--- src/rtl/output_stream_reader_pkg.sv ---
// Shared constants and the FSM state type for the output stream reader.
package output_stream_pkg;

  localparam int DATA_W  = 32;
  localparam int N_WORDS = 4;
  localparam int BLOCK_W = DATA_W * N_WORDS;
  localparam int ADDR_W  = 3;

  typedef enum logic [1:0] {
    IDLE   = 2'd0,
    SEND   = 2'd1,
    FINISH = 2'd2
  } state_t;

endpackage : output_stream_pkg

--- src/rtl/output_stream_reader_if.sv ---
// Word stream towards the host: data, word index tag, last flag and valid/ready.
interface output_stream_reader_if #(
  parameter int DATA_W = output_stream_pkg::DATA_W,
  parameter int ADDR_W = output_stream_pkg::ADDR_W
);

  logic [DATA_W-1:0] Out_data;
  logic [ADDR_W-1:0] Out_addr;
  logic              Out_valid;
  logic              Out_ready;
  logic              Out_last;

  // Producer side (the reader)
  modport master (
    output Out_data,
    output Out_addr,
    output Out_valid,
    output Out_last,
    input  Out_ready
  );

  // Consumer side (host / bus)
  modport slave (
    input  Out_data,
    input  Out_addr,
    input  Out_valid,
    input  Out_last,
    output Out_ready
  );

endinterface : output_stream_reader_if

--- src/rtl/output_stream_reader.sv ---
// Captures a result block from the output memory on Start and streams it out
// as N_WORDS words, most significant word first, over a valid/ready handshake.
module output_stream_reader
  import output_stream_pkg::*;
#(
  parameter int DATA_W  = output_stream_pkg::DATA_W,
  parameter int N_WORDS = output_stream_pkg::N_WORDS,
  parameter int ADDR_W  = output_stream_pkg::ADDR_W
) (
  input  logic                        Clock,
  input  logic                        Res,
  input  logic                        Start,
  input  logic                        Abort,
  input  logic [DATA_W*N_WORDS-1:0]   In_block,
  output_stream_reader_if.master      strm,
  output logic                        Busy,
  output logic                        Done
);

  localparam int                BLK_W    = DATA_W * N_WORDS;
  localparam int                OFF_W    = (BLK_W > 1) ? $clog2(BLK_W) : 1;
  localparam logic [ADDR_W-1:0] LAST_IDX = ADDR_W'(N_WORDS - 1);

  state_t            state_q;
  logic [BLK_W-1:0]  shadow_q;
  logic [ADDR_W-1:0] idx_q;
  logic [ADDR_W-1:0] idx_d;
  logic [DATA_W-1:0] data_q;
  logic [ADDR_W-1:0] addr_q;
  logic              valid_q;
  logic              last_q;
  logic              busy_q;
  logic              done_q;

  logic [OFF_W-1:0]  cur_off;
  logic [OFF_W-1:0]  nxt_off;
  logic [DATA_W-1:0] cur_word;
  logic [DATA_W-1:0] nxt_word;

  // Word k sits at bit offset (N_WORDS-1-k)*DATA_W: word0 is the top slice.
  // nxt_* is only consumed while idx_q < N_WORDS-1, so its offset stays in range.
  always_comb begin
    idx_d    = idx_q + ADDR_W'(1);
    cur_off  = OFF_W'((N_WORDS - 1 - int'(idx_q)) * DATA_W);
    nxt_off  = OFF_W'((N_WORDS - 1 - int'(idx_d)) * DATA_W);
    cur_word = shadow_q[cur_off +: DATA_W];
    nxt_word = shadow_q[nxt_off +: DATA_W];
  end

  // Drain FSM with all stream and status outputs registered.
  // The first SEND cycle is a load slot (valid_q still low) that presents word0.
  always_ff @(posedge Clock or posedge Res) begin
    if (Res) begin
      state_q  <= IDLE;
      shadow_q <= '0;
      idx_q    <= '0;
      data_q   <= '0;
      addr_q   <= '0;
      valid_q  <= 1'b0;
      last_q   <= 1'b0;
      busy_q   <= 1'b0;
      done_q   <= 1'b0;
    end else begin
      done_q <= 1'b0;
      unique case (state_q)
        IDLE: begin
          if (Start && !Abort) begin
            shadow_q <= In_block;
            idx_q    <= '0;
            busy_q   <= 1'b1;
            state_q  <= SEND;
          end
        end

        SEND: begin
          if (Abort) begin
            state_q <= IDLE;
            valid_q <= 1'b0;
            last_q  <= 1'b0;
            busy_q  <= 1'b0;
          end else if (!valid_q) begin
            valid_q <= 1'b1;
            data_q  <= cur_word;
            addr_q  <= idx_q;
            last_q  <= (idx_q == LAST_IDX);
          end else if (strm.Out_ready) begin
            if (last_q) begin
              state_q <= FINISH;
              valid_q <= 1'b0;
              last_q  <= 1'b0;
              busy_q  <= 1'b0;
              done_q  <= 1'b1;
            end else begin
              idx_q  <= idx_d;
              data_q <= nxt_word;
              addr_q <= idx_d;
              last_q <= (idx_d == LAST_IDX);
            end
          end
        end

        FINISH: begin
          // Start is ignored here; Abort needs no action since Done already drops.
          state_q <= IDLE;
        end

        default: begin
          state_q <= IDLE;
          valid_q <= 1'b0;
          last_q  <= 1'b0;
          busy_q  <= 1'b0;
        end
      endcase
    end
  end

  assign strm.Out_data  = data_q;
  assign strm.Out_addr  = addr_q;
  assign strm.Out_valid = valid_q;
  assign strm.Out_last  = last_q;
  assign Busy           = busy_q;
  assign Done           = done_q;

endmodule : output_stream_reader

--- src/flat_wrapper.sv ---
// flat-port wrapper written by rule: the top's interface ports become plain ports
module output_stream_reader_flat import output_stream_pkg::*;
#(
  parameter int DATA_W  = output_stream_pkg::DATA_W,
  parameter int N_WORDS = output_stream_pkg::N_WORDS,
  parameter int ADDR_W  = output_stream_pkg::ADDR_W
)
  (Clock, Res, Start, Abort, In_block, Busy, Done, strm_Out_data, strm_Out_addr, strm_Out_valid, strm_Out_last, strm_Out_ready);
  output_stream_reader_if #(.DATA_W(DATA_W), .ADDR_W(ADDR_W)) strm_i ();
  input  logic Clock;
  input  logic Res;
  input  logic Start;
  input  logic Abort;
  input  logic [DATA_W*N_WORDS-1:0] In_block;
  output logic Busy;
  output logic Done;
  output wire logic [$bits(strm_i.Out_data)-1:0] strm_Out_data;
  output wire logic [$bits(strm_i.Out_addr)-1:0] strm_Out_addr;
  output wire logic [$bits(strm_i.Out_valid)-1:0] strm_Out_valid;
  output wire logic [$bits(strm_i.Out_last)-1:0] strm_Out_last;
  input wire logic [$bits(strm_i.Out_ready)-1:0] strm_Out_ready;
  assign strm_Out_data = strm_i.Out_data;
  assign strm_Out_addr = strm_i.Out_addr;
  assign strm_Out_valid = strm_i.Out_valid;
  assign strm_Out_last = strm_i.Out_last;
  assign strm_i.Out_ready = strm_Out_ready;
  output_stream_reader #(.DATA_W(DATA_W), .N_WORDS(N_WORDS), .ADDR_W(ADDR_W)) u_core (.Clock(Clock), .Res(Res), .Start(Start), .Abort(Abort), .In_block(In_block), .strm(strm_i), .Busy(Busy), .Done(Done));
endmodule
--- config.mk ---
export PLATFORM = sky130hd
export DESIGN_NAME = output_stream_reader_flat
export DESIGN_NICKNAME = d
export VERILOG_FILES = /design/src/rtl/output_stream_reader_pkg.sv /design/src/rtl/output_stream_reader_if.sv /design/src/rtl/output_stream_reader.sv /design/src/flat_wrapper.sv
export SDC_FILE = /design/constraint.sdc
export NUM_CORES = 1
export LEC_CHECK = 0
export ABC_AREA = 0
export CORE_MARGIN = 10
export CORE_UTILIZATION = 40
export DETAILED_ROUTE_END_ITERATION = 6
export GPL_TIMING_DRIVEN = 0
export HOLD_SLACK_MARGIN = 0.03
export PLACE_DENSITY = 0.66
export RECOVER_POWER = 25
export SKIP_LAST_GASP = 1
export SLEW_MARGIN = 25
export SYNTH_ARGS = -nofsm -noshare
export SYNTH_HDL_FRONTEND = slang
export SYNTH_SLANG_ARGS = --single-unit
--- constraint.sdc ---
create_clock -name Clock -period 8.5 [get_ports Clock]
set_clock_uncertainty 0.05 [all_clocks]
set_input_delay 1.7 -clock Clock [delete_from_list [all_inputs] [get_ports Clock]]
set_output_delay 1.7 -clock Clock [all_outputs]
set_load 0.02 [all_outputs]
==> metrics <==
Ys Warns=0; Core Util, Final=55.4%; # setup viols final=0; Die Span Y=156 um; P per Cell Area=319 nW/um^2; Slew @ Worst Pin=3.31 ns; synthesized flop and latch total=172; FF/Latch Area=4300 um^2; Area contributors post-synth=dfrtp_1 58%, mux2_2 20%, a22oi_1 4.6%; Avg Synthesized Cell Area=13.5 um^2; max incr delay on CP=1.86 ns; Synth area leader=dfrtp_1; hpwl dp=15.4 mm; predominant post-synthesis flop cell=dfrtp_1; synth cell count leaders=172 x dfrtp_1, 132 x mux2_2, 45 x a22oi_1, 42 x nor2_1, 24 x a31oi_1; clk sink count=172; CP max-delay cell=clkinvlp_2; Initial Utilization=40.8%; violated checks=capacitance limit, slew limit; multi-input logic area=2830 um^2; drt total wl=20.9 mm; EDFF count, synth=0; register area share after synthesis=58.5%; fin nets=874; first-pass iteration count of the detailed router=4; CP bufs+invs=2; crit path max fanout=72; die area=24200 um^2; 1st-iter DRT viols=216; gpl congestion=0.852; Worst slew margin=-122%; DRT antenna net count=0; CP Class=in2async; worst path required time=8.44 ns; post-cts resize count=0; Remaining Overflow, GRT=0; syn nets=683; root buffer cell=clkbuf_16; leak pwr=4.08 nW; CTS tree=yes; Worst VDD drop=0.148 mV; Cell Area, Synth=7360 um^2; P&R area growth vs syn=35.6%; vias in the first global route=5732; # diodes=0; Final TNS setup=0 ns; fin crit period=4.24 ns; DRC=0; status=finished with violations; postcts setup bufs=0; CTS Buf Count=17; via count=5241; Via-to-Cell Ratio=5.35; library cells used by synthesis=32; port buffer count=171; Worst setup SP type=input port; first-pass GRT wire length=32.8 mm; max-slew violations=72; crit-path leading delay family=buffers and inverters; largest net degree at the start of global routing=102; fill count=1519; GR Util All Layers=17.2%; Max Fclk=0.236 GHz; Worst Path Arrival=4.18 ns; WL/cell=21.3 um; initial antenna violation count=0; fin crit share=49.9%; H-tree depth=4; Max Cap Viol=1; die width=156 um; post-synth top area share=58.5%; hold_buf cts=0; top-count cell post-synth=dfrtp_1; CP Cell Sequence=dlygate4sd3_1 -> clkinvlp_2; clock latency on the worst-skew pair=0.42 ns; worst min path class=reg2reg; Clock transition at path regs=0.06 ns; CTS max path bufs=2; FFs w/ async S/R, synth=100%; num rows=49; Boundary Pins=172; Core Area=18000 um^2; Setup crit end kind=asynchronous set/reset pin; Final Hold Fails=0; RSZ-0062 raised after global routing=false; layout cells sized above 1=27.2%; Post-Syn Instances=547
layer usage:
layer	vias up	share of wire, %	global-route usage, %
met4	0	1.1	4.68
met5	-	0	0
met1	2678	45	22.0
met3	17	4.8	4.08
li1	2401	-	-
met2	145	49	28.6
kinds of logic after synthesis:
| logic type | after synthesis | synth area share [%] |
|---|---|---|
| AOI/OAI and AO/OA | 111 | 10.7 |
| adders and majority gates | 3 | 0.510 |
| buffers and inverters | 42 | 3.13 |
| DFF | 172 | 58.5 |
| muxes | 154 | 23.2 |
| and+or+nand+nor | 65 | 4.03 |
power by group:
group | internal [W] | total (W) | switching, W
combinational | 0.000569 | 0.00117 | 0.000599
sequential | 0.00107 | 0.00123 | 0.000162
clock | 0.000452 | 0.000779 | 0.000327
sequential cells by signal, summed over array words and instances (netlist names):
register and cells:
u_core.strm.Out_valid 1, u_core.idx_q 3, u_core.strm.Out_data 32, u_core.Done 1
u_core.Busy 1, u_core.state_q 2, u_core.strm.Out_addr 3, u_core.strm.Out_last 1
u_core.shadow_q 128
per-stage QoR:
stage	total power (W)	std cells	hold WS [ns]	worst slack, ns	cell area (um^2)
floorplan	0.00193	547	0.431	2.09	7360
global placement	0.00238	947	0.439	0.0708	9360
detailed placement	0.00242	948	0.446	4.47	9400
CTS	0.00321	980	0.461	4.92	9990
global route	0.00335	980	0.469	3.74	9980
finish	0.00318	980	0.458	4.26	9980
final timing paths:
kind                                             startpoint  cells past startpoint  slack, ns                                    to
max reg2reg                     u_core.idx_q[0]$_DFFE_PP0P_                      9       5.50  u_core.strm.Out_data[15]$_DFFE_PP0P_
min reg2reg                u_core.shadow_q[104]$_DFFE_PP0P_                      1       0.46      u_core.shadow_q[104]$_DFFE_PP0P_
min in group asynchronous                               Res                      2       2.64       u_core.shadow_q[42]$_DFFE_PP0P_
min                        u_core.shadow_q[104]$_DFFE_PP0P_                      1       0.46      u_core.shadow_q[104]$_DFFE_PP0P_
max in group Clock                                    Abort                      5       4.83      u_core.shadow_q[103]$_DFFE_PP0P_
max                                                     Res                      2       4.26        u_core.shadow_q[6]$_DFFE_PP0P_
layout make-up:
class / instances / area share [%]
Clock inverter: 12 / 1.37
Multi-Input combinational cell: 333 / 28.3
Timing Repair Buffer: 172 / 17.4
Buffer: 36 / 2.08
Tap cell: 229 / 2.87
Clock buffer: 20 / 4.58
Sequential cell: 172 / 43.1
Inverter: 6 / 0.238
layout by cell type, fill, tap and decap left out, drive strengths merged, types with 7 or more instances in the layout:
cell,instances
dfrtp,172
clkdlybuf4s50,169
mux2,132
a22oi,45
nor2,42
buf,34
a31oi,24
clkbuf,23
mux2i,22
a21oi,14
o22ai,11
a221oi,9
nand2b,8
inv,8
clkinv,7
Note: power is estimated with default switching activity, not from simulation.
